--- src/rtl/led_sequencer_pkg.sv ---
`default_nettype none
// ============================================================================
// Module   : led_seq_pkg
// Purpose  : Mode/direction encodings and helpers shared by the LED sequencer.
// Revision : 1.0
// ============================================================================
package led_seq_pkg;

    localparam int RATE_SEL_W = 2;

    typedef enum logic [1:0] {
        FLASH   = 2'b00,
        SHIFT_L = 2'b01,
        SHIFT_R = 2'b10,
        BOUNCE  = 2'b11
    } mode_e;

    localparam logic LEFT  = 1'b0;
    localparam logic RIGHT = 1'b1;

    function automatic mode_e next_mode(input mode_e m);
        mode_e r;
        case (m)
            FLASH:   r = SHIFT_L;
            SHIFT_L: r = SHIFT_R;
            SHIFT_R: r = BOUNCE;
            default: r = FLASH;
        endcase
        return r;
    endfunction

endpackage
`default_nettype wire

--- src/rtl/led_sequencer_if.sv ---
`default_nettype none
// ============================================================================
// Module   : led_sequencer_if
// Purpose  : Switch/button inputs and LED/mode outputs of the LED sequencer.
// Revision : 1.0
// ============================================================================
interface led_sequencer_if #(
    parameter int NB_LEDS = 4
);
    logic [2:0]         i_sw;
    logic               i_btn;
    logic [NB_LEDS-1:0] o_led;
    logic [1:0]         o_state;

    modport master (output i_sw, output i_btn, input o_led, input o_state);
    modport slave  (input i_sw, input i_btn, output o_led, output o_state);
endinterface
`default_nettype wire

--- src/rtl/led_sequencer_tick_gen.sv ---
`default_nettype none
// ============================================================================
// Module   : tick_gen
// Purpose  : Enabled prescaler; one-cycle tick when count reaches limit-1.
// Revision : 1.0
// ============================================================================
module tick_gen #(
    parameter int NB_COUNT = 32
) (
    input  wire logic                clock,
    input  wire logic                i_reset,
    input  wire logic                i_enable,
    input  wire logic                i_clear,
    input  wire logic [NB_COUNT-1:0] i_limit,
    output logic                     o_tick
);
    logic [NB_COUNT-1:0] r_count_q;
    logic [NB_COUNT-1:0] w_count_d;
    logic [NB_COUNT-1:0] w_limit_m1;
    logic                w_tick;

    // >= rather than == so a switch to a shorter period fires at once
    always_comb begin
        w_limit_m1 = i_limit - NB_COUNT'(1);
        w_tick     = i_enable && (r_count_q >= w_limit_m1);
        w_count_d  = r_count_q;
        if (i_clear) begin
            w_count_d = '0;
        end else if (w_tick) begin
            w_count_d = '0;
        end else if (i_enable) begin
            w_count_d = r_count_q + NB_COUNT'(1);
        end
    end

    always_ff @(posedge clock or negedge i_reset) begin
        if (!i_reset) begin
            r_count_q <= '0;
        end else begin
            r_count_q <= w_count_d;
        end
    end

    assign o_tick = w_tick;

endmodule
`default_nettype wire

--- src/rtl/led_sequencer.sv ---
`default_nettype none
// ============================================================================
// Module   : led_sequencer
// Purpose  : Tick-driven LED pattern sequencer with button-stepped modes.
// Revision : 1.0
// ============================================================================
module led_sequencer
    import led_seq_pkg::*;
#(
    parameter int NB_LEDS  = 4,
    parameter int NB_COUNT = 32,
    parameter int TICK_R0  = 2**23,
    parameter int TICK_R1  = 2**24,
    parameter int TICK_R2  = 2**25,
    parameter int TICK_R3  = 2**26
) (
    input  wire logic      clock,
    input  wire logic      i_reset,
    led_sequencer_if.slave bus
);
    localparam logic [NB_LEDS-1:0] C_LSB_HOT = NB_LEDS'(1);
    localparam logic [NB_LEDS-1:0] C_MSB_HOT = {1'b1, {(NB_LEDS-1){1'b0}}};

    logic [NB_COUNT-1:0] w_limit;
    logic                w_tick;
    logic                w_rise;

    logic                r_btn_q, w_btn_d;
    logic                r_btn_prev_q, w_btn_prev_d;
    mode_e               r_mode_q, w_mode_d;
    logic                r_dir_q, w_dir_d;
    logic [NB_LEDS-1:0]  r_led_q, w_led_d;
    logic [NB_LEDS-1:0]  w_shift;

    always_comb begin
        case (bus.i_sw[2:1])
            2'd0:    w_limit = NB_COUNT'(TICK_R0);
            2'd1:    w_limit = NB_COUNT'(TICK_R1);
            2'd2:    w_limit = NB_COUNT'(TICK_R2);
            default: w_limit = NB_COUNT'(TICK_R3);
        endcase
    end

    // Registered edge: sampled at one edge, acted on at the next
    assign w_btn_d      = bus.i_btn;
    assign w_btn_prev_d = r_btn_q;
    assign w_rise       = r_btn_q & ~r_btn_prev_q;

    tick_gen #(
        .NB_COUNT (NB_COUNT)
    ) u_tick_gen (
        .clock    (clock),
        .i_reset  (i_reset),
        .i_enable (bus.i_sw[0]),
        .i_clear  (w_rise),
        .i_limit  (w_limit),
        .o_tick   (w_tick)
    );

    // A mode change takes priority; a coincident tick is dropped
    always_comb begin
        w_mode_d = r_mode_q;
        w_dir_d  = r_dir_q;
        w_led_d  = r_led_q;
        w_shift  = '0;
        if (w_rise) begin
            w_mode_d = next_mode(r_mode_q);
            w_dir_d  = LEFT;
            case (w_mode_d)
                FLASH:   w_led_d = '0;
                SHIFT_R: w_led_d = C_MSB_HOT;
                default: w_led_d = C_LSB_HOT;
            endcase
        end else if (w_tick) begin
            case (r_mode_q)
                FLASH:   w_led_d = ~r_led_q;
                SHIFT_L: w_led_d = {r_led_q[NB_LEDS-2:0], r_led_q[NB_LEDS-1]};
                SHIFT_R: w_led_d = {r_led_q[0], r_led_q[NB_LEDS-1:1]};
                default: begin
                    if (r_dir_q == LEFT) begin
                        w_shift = r_led_q << 1;
                        if (w_shift[NB_LEDS-1]) w_dir_d = RIGHT;
                    end else begin
                        w_shift = r_led_q >> 1;
                        if (w_shift[0]) w_dir_d = LEFT;
                    end
                    w_led_d = w_shift;
                end
            endcase
        end
    end

    always_ff @(posedge clock or negedge i_reset) begin
        if (!i_reset) begin
            r_btn_q      <= 1'b0;
            r_btn_prev_q <= 1'b0;
            r_mode_q     <= FLASH;
            r_dir_q      <= LEFT;
            r_led_q      <= '0;
        end else begin
            r_btn_q      <= w_btn_d;
            r_btn_prev_q <= w_btn_prev_d;
            r_mode_q     <= w_mode_d;
            r_dir_q      <= w_dir_d;
            r_led_q      <= w_led_d;
        end
    end

    assign bus.o_led   = r_led_q;
    assign bus.o_state = r_mode_q;

endmodule
`default_nettype wire

--- src/flat_wrapper.sv ---
// flat-port wrapper written by rule: the top's interface ports become plain ports
module led_sequencer_flat import led_seq_pkg::*;
#(
    parameter int NB_LEDS  = 4,
    parameter int NB_COUNT = 32,
    parameter int TICK_R0  = 2**23,
    parameter int TICK_R1  = 2**24,
    parameter int TICK_R2  = 2**25,
    parameter int TICK_R3  = 2**26
)
  (clock, i_reset, bus_i_sw, bus_i_btn, bus_o_led, bus_o_state);
  led_sequencer_if #(.NB_LEDS(NB_LEDS)) bus_i ();
  input  wire logic clock;
  input  wire logic i_reset;
  input wire logic [$bits(bus_i.i_sw)-1:0] bus_i_sw;
  input wire logic [$bits(bus_i.i_btn)-1:0] bus_i_btn;
  output wire logic [$bits(bus_i.o_led)-1:0] bus_o_led;
  output wire logic [$bits(bus_i.o_state)-1:0] bus_o_state;
  assign bus_i.i_sw = bus_i_sw;
  assign bus_i.i_btn = bus_i_btn;
  assign bus_o_led = bus_i.o_led;
  assign bus_o_state = bus_i.o_state;
  led_sequencer #(.NB_LEDS(NB_LEDS), .NB_COUNT(NB_COUNT), .TICK_R0(TICK_R0), .TICK_R1(TICK_R1), .TICK_R2(TICK_R2), .TICK_R3(TICK_R3)) u_core (.clock(clock), .i_reset(i_reset), .bus(bus_i));
endmodule
--- config.mk ---
export PLATFORM = sky130hd
export DESIGN_NAME = led_sequencer_flat
export DESIGN_NICKNAME = d
export VERILOG_FILES = /design/src/rtl/led_sequencer_pkg.sv /design/src/rtl/led_sequencer_if.sv /design/src/rtl/led_sequencer_tick_gen.sv /design/src/rtl/led_sequencer.sv /design/src/flat_wrapper.sv
export SDC_FILE = /design/constraint.sdc
export NUM_CORES = 1
export LEC_CHECK = 0
export ABC_AREA = 0
export CORE_MARGIN = 4
export CORE_UTILIZATION = 45
export DETAILED_ROUTE_END_ITERATION = 6
export PLACE_DENSITY = 0.7
export SYNTH_ARGS = -nofsm -noshare
export SYNTH_HDL_FRONTEND = slang
export SYNTH_SLANG_ARGS = --single-unit
--- constraint.sdc ---
create_clock -name clock -period 2.25 [get_ports clock]
set_input_delay 0.3375 -clock clock [delete_from_list [all_inputs] [get_ports clock]]
set_output_delay 0.3375 -clock clock [all_outputs]
set_load 0.02 [all_outputs]
## After elaboration in Yosys (flattened, before gate mapping)

Cells that the tools add are included.
W data, S select, Z words.

- Reductions and logical operators: 8
- Add/subtract/negate cells: 2
- Mux-type cells: 17
- Magnitude comparators: 1
- Bitwise logic cells: 3
- Eq/ne operators: 6

Operator list:

| operator | count |
|---|---|
| $mux W32 | 3 |
| $pmux W27 S3 | 1 |
| $add A32 B1 Y32 const B | 1 |
| $ge A32 B32 Y1 | 1 |
| $sub A27 B1 Y28 const B | 1 |
| $mux W4 | 3 |
| $pmux W4 S3 | 1 |
| $pmux W4 S2 | 1 |
| $eq A2 B2 Y1 const B | 3 |
| $logic_not A2 Y1 | 3 |
| $mux W1 | 6 |
| $pmux W2 S3 | 1 |
| $eq A2 B1 Y1 const B | 2 |
| $not A4 Y4 | 1 |
| $reduce_bool A3 Y1 | 1 |
| $reduce_or A3 Y1 | 1 |
| $mux W2 | 1 |
| $ne A2 B1 Y1 const B | 1 |
| $reduce_and A2 Y1 | 1 |
| $reduce_bool A2 Y1 | 1 |
| $and A1 B1 Y1 | 1 |
| $logic_and A1 B1 Y1 | 1 |
| $not A1 Y1 | 1 |

- Word-level logic and storage cells: 43
- Output and inout port bits: 6
- Bits in registers: 41

## Logic depth before layout (Yosys ltp)

- Depth in word-level cells: 7
- Mapped depth: 9
- Gate-level depth less buffers: 7

## By module

A second synthesis with hierarchy kept.

- Cells, all modules: 452
- Area total of the unflattened synthesis: 3863.7 sq um

By module, submodules not included:

| module | cells each | sequential area each (sq um) | area each (sq um) | instances |
|---|---|---|---|---|
| tick_gen | 393 | 800.8 | 3283.1 | 1 |
| led_sequencer | 59 | 225.2 | 580.6 | 1 |

## Least setup slack after synthesis

Ideal clock, no wire load.

- Path kind: flip-flop to flip-flop
- From: reg u_core.r_mode_q[0], in the netlist u_core.bus.o_state[0]
- To: reg u_core.r_led_q[0], in the netlist u_core.bus.o_led[0]
- Arrival time: 1.851 ns
- Slack: 0.274 ns
- Data required time: 2.125 ns
- Stages on the path, launching flop included: 8
- Path through: dfrtp_1 > ha_1 > clkbuf_1 > mux2_2 > a21oi_1 > o21ai_0 > nor2b_1 > mux2_4

- Longest elaborated chain between the ends: 6
- Elaborated cells between the ends (all ways): 11
- Those cells by class: eq/ne (3); mux (6); reduce/logical (2)

RTL lines:

| item | line | source |
|---|---|---|
| from (decl) | led_sequencer.sv:30 | `mode_e r_mode_q, w_mode_d;` |
| from (signal assigned) | led_sequencer.sv:103 | `r_mode_q <= w_mode_d;` |
| $eq A2 B2 Y1, or another cell as far along | led_sequencer_pkg.sv:23, led_sequencer.sv:75 |  |
| $pmux W2 S3 | led_sequencer_pkg.sv:23 | `case (m)` |
| $mux W2 | led_sequencer.sv:66 | `if (w_rise) begin` |
| $eq A2 B2 Y1 or $logic_not A2 Y1 (tied branches) | led_sequencer.sv:69 | `case (w_mode_d)` |
| $pmux W4 S2 | led_sequencer.sv:69 |  |
| $mux W4 * | led_sequencer.sv:66 |  |
| to (signal assigned) | led_sequencer.sv:105 | `r_led_q <= w_led_d;` |
| to (decl) | led_sequencer.sv:32 | `logic [NB_LEDS-1:0] r_led_q, w_led_d;` |

Mark *: on every way between the ends. The rest lies on a longest branch, timed or not. The select of a mux whose other input is x is not followed.
A chain may end at the register's enable or synchronous reset.

## Worst setup path after layout

- From: in bus_i_sw[2]
- To: reg u_core.r_led_q[0], in the netlist u_core.bus.o_led[0]

- Longest elaborated chain between the ends: 6
- Elaborated cells between the ends (all ways): 8
- Those cells by class: add/sub (1); order compare (1); eq/ne (2); mux (1); reduce/logical (3)

RTL lines:

| item | line | source |
|---|---|---|
| from (decl) | flat_wrapper.sv:15 | `input wire logic [$bits(bus_i.i_sw)-1:0] bus_i_sw;` |
| $eq A2 B2 Y1, or another cell as far along | led_sequencer.sv:36 | `case (bus.i_sw[2:1])` |
| $pmux W27 S3 * | led_sequencer.sv:36 |  |
| $sub A27 B1 Y28 * | led_sequencer_tick_gen.sv:24 | `w_limit_m1 = i_limit - NB_COUNT'(1);` |
| $ge A32 B32 Y1 * | led_sequencer_tick_gen.sv:25 | `w_tick = i_enable && (r_count_q >= w_limit_m1);` |
| $logic_and A1 B1 Y1 * | led_sequencer_tick_gen.sv:25 |  |
| $reduce_bool A2 Y1 (no source line) * | - |  |

Mark *: on every way between the ends. The rest lies on a longest branch, timed or not.

==> metrics.md <==
| Metric | Value |
|---|---|
| Number of buffers added on ports | `11` |
| Period Utilization, post-route | `~92%` |
| Cell with the largest stage delay on the worst path | `clkdlybuf4s50_1` |
| Largest net degree at the start of global routing | `18` |
| Mean instance size in the synthesized netlist | `9.77 um2` |
| Via count of the first global-routing pass | `1691` |
| Antenna violations before repair | `0` |
| Area growth from synthesis to final layout | `14.3%` |
| Number of distinct library cells after synthesis | `44` |
| Wire length of the first global-routing pass | `approximately 8000 um` |
| Initial core utilization | `46.8%` |
| Syn_nets | `~240` |
| Setup slack, reg-to-reg | `0.33 ns` |
| Total negative slack | `0 ns` |
| Number of placement rows | `25` |
| Fill count | `440` |
| Count of instances resized after the clock tree is built | `0` |
| TritonCTS clock tree | `done` |
| Buffers inserted during post-CTS setup optimization | `0` |
| Yosys warning count | `0` |
| CP Cell Sequence | `clkdlybuf4s50_1 -> nand2_1 -> ha_1 -> nor4_1 -> o2111ai_1 -> a31o_4 -> and2_4 -> mux2_4` |
| Most used DFF post-synth | `dfrtp_1` |
| Actual slew at the worst max-slew pin | `0.450 ns` |
| Highest fanout seen on the critical path | `5` |
| Gpl congestion | `0.792` |
| CP startpoint kind | `input port` |
| Data required time of the critical path | `roughly 2.4 ns` |
| Die height | `78.4 um` |
| Vias per std cell | `5.30` |
| Outcome | `finished, final reports clean` |
| Clock Sinks | `41` |
| Worst setup EP type | `flip-flop` |
| Routed Wire Length | `4350 um` |
| Fin Hold WS | `0.410 ns` |
| Total CTS buffers | `5` |
| Insertion delay to the later sink of the worst-skew pair | `0.29 ns` |
| Vias | `1691` |
| Number of hold buffers added after cts | `1` |
| Critical path class | `input port to flip-flop` |
| Total congestion overflow after global routing | `0` |
| Clock Pin Slew Worst Setup and Hold Paths | `~0.080 ns` |
| All-layer global routing usage | `around 16%` |
| Critical Path Source | `bus_i_sw[2]` |
| Classification of the worst-slack hold path | `flip-flop to flip-flop` |
| Final non-filler cell total | `approximately 320` |
| DRC violations left | `0` |
| Overall die width | `78.4 um` |
| Max_slew headroom | `70.0%` |
| Average wire per cell in the routed design | `13.6 um` |
| Drt pass-1 iters | `4` |
| Count of final hold-check violations | `0` |
| Number of violations reported at the end of detailed-routing iteration 0 | `116` |
| Min-delay src | `u_core.r_btn_q$_DFF_PN0_` |
| Die Footprint | `6140 um2` |
| Cell chosen for the clock root | `clkbuf_8` |
| # Max-Cap Violations | `0` |
| Detailed Place HPWL | `3230 um` |
| Core footprint | `4750 um2` |
| Final number of setup-violating endpoints | `0` |
| Crit path DAT | `around 2.3 ns` |
| Layout cell share with drive strength beyond 1 | `between 10 and 15%` |
| Residual antenna-violating net count after detailed routing | `0` |
| Standby leakage power | `1.20 nW` |
| Antenna fix cells | `0` |
| Pre-CTS WS | `-0.143 ns` |
| Fmax | `482 MHz` |
| Syn Std Cell Area | `2230 um2` |
| Number of flops mapped to enable cells by yosys | `0` |
| Total of flip-flops plus latches after synthesis | `41` |
| Startpoint of the worst register-to-register path | `u_core.u_tick_gen.r_count_q[25]$_DFFE_PN0P_` |
| Crit-path max cell delay | `slightly below 0.5 ns` |
| Total number of nets in the final design | `267` |
| IR Drop Worst-Case VDD | `0.492 mV` |
| Number of max-slew violations in the final report | `0` |
| Ratio of total power to cell area | `763 nW/um2` |
| Number of instances in the placed design | `roughly 310` |
| H-tree lvl count | `2` |
| Cells after Synth | `~230` |
| Worst path setup slack after routing | `0.174 ns` |
| Proportion of register bits with asynchronous set or reset after synthesis | `100%` |
| Number of top-level pins | `12` |
| Util after Layout | `53.6%` |
| Clk_skew | `0.00449 ns` |
| CTS max path bufs | `2` |
| Fraction of the yosys area taken by sequential cells | `46.1%` |
| Min cycle time layout | `between 2 and 2.5 ns` |
| RSZ-0062 raised after global routing | `no` |
==> area by class of cell <==
class	count	area, um2	share of cell area (%)
multi-input combinational	168	1100	43.2
sequential	41	1030	40.3
timing repair buffer	24	205	8.06
clock buffer	7	86.3	3.39
tap	67	83.8	3.29
inverter	12	45.0	1.77
==> stage by stage <==
step	area, um2	total power, mW
finish	2550	1.94
global route	2550	2.07
CTS	2550	1.97
detailed placement	2450	1.47
global placement	2450	1.46
floorplan	2230	1.26
==> report_power, final <==
group          switching [mW]  internal, mW  total [mW]
Sequential             0.0993         0.807       0.906
Clock                   0.238         0.243       0.481
Combinational           0.278         0.276       0.554
==> worst max-delay path: cells and delay by family <==
kind,cells,cell delay (ns)
multiplexers,1,0.29
adder cells (fa/ha/maj),1,0.18
buffers and inverters,1,0.49
AND/OR/NAND/NOR,3,0.49
AO/OA/AOI/OAI,2,0.47
==> registers in the layout, indices dropped and copies added, names as in the netlist <==
register and flops:
u_core.bus.o_state 2, u_core.bus.o_led 4, u_core.u_tick_gen.r_count_q 32, u_core.r_dir_q 1, u_core.r_btn_prev_q 1, u_core.r_btn_q 1
==> cells by family (layout without fill, tap and decap cells) <==
logic type      Yosys count  in the layout  share of synthesized area, %
compound gates           34             34                          11.0
xor+xnor                 21             21                          8.26
fa+ha+maj                 9              9                          5.06
buf+inv                  19             43                          4.55
flops                    41             41                          46.1
mux                       4              4                          2.08
simple gates            100            100                          23.0
==> cell usage after synthesis (2+ instances only) <==
library cell  count  area (um2)
nor3_1            2        10.0
nor3b_1           2        15.0
a31oi_1           2        12.5
a221o_1           3        30.0
xnor2_1           3        26.3
xor2_1           18         158
nor2_1           34         128
o21a_1            3        22.5
o31ai_1           2        15.0
nand4_1          13        81.3
nand2_1          16        60.1
and2_1            3        18.8
o21ai_0           7        35.0
a21oi_1           7        35.0
buf_2             3        15.0
nor2b_1           2        12.5
mux2i_1           2        20.0
inv_1            12        45.0
nand3_1          14        70.1
buf_6             2        22.5
dfrtp_1          41        1030
a22o_1            2        17.5
ha_1              9         113
and3_1            6        37.5
==> layer usage <==
metal  GRT usage [%]  part of all wire (%)
met2            27.1                    50
met1            21.2                    46
met3            3.56                   2.4
met5               0                     0
met4            5.24                   1.5
==> placed cells by master (no fill, tap or decap), types with 2 or more instances in the layout <==
| master | netlist | final |
|---|---|---|
| nand2_1 | 16 | 16 |
| and3_1 | 6 | 6 |
| buf_4 | 0 | 12 |
| xnor2_1 | 3 | 3 |
| nand4_1 | 13 | 13 |
| o31ai_1 | 2 | 2 |
| a221o_1 | 3 | 3 |
| nand3_1 | 14 | 14 |
| a21oi_1 | 7 | 7 |
| and2_1 | 3 | 3 |
| a22o_1 | 2 | 2 |
| nor3b_1 | 2 | 2 |
| nor3_1 | 2 | 2 |
| inv_1 | 12 | 12 |
| a31oi_1 | 2 | 2 |
| o21ai_0 | 7 | 7 |
| o21a_1 | 3 | 3 |
| nor2_1 | 34 | 34 |
| ha_1 | 9 | 9 |
| mux2i_1 | 2 | 2 |
| nor2b_1 | 2 | 2 |
| clkdlybuf4s50_1 | 0 | 10 |
| dfrtp_1 | 41 | 41 |
| clkbuf_8 | 0 | 6 |
| xor2_1 | 18 | 18 |
==> final timing paths <==
| check | endpoint | cells past startpoint |
|---|---|---|
| min | u_core.r_btn_prev_q$_DFF_PN0_ | 0 |
| min reg2reg | u_core.r_btn_prev_q$_DFF_PN0_ | 0 |
| max reg2reg | u_core.bus.o_led[0]$_DFFE_PN0P_ | 6 |
| max in group asynchronous | u_core.u_tick_gen.r_count_q[19]$_DFFE_PN0P_ | 3 |
| max | u_core.bus.o_led[0]$_DFFE_PN0P_ | 8 |
| min in group asynchronous | u_core.u_tick_gen.r_count_q[9]$_DFFE_PN0P_ | 2 |
No activity file was read; power rests on OpenSTA's default activity.
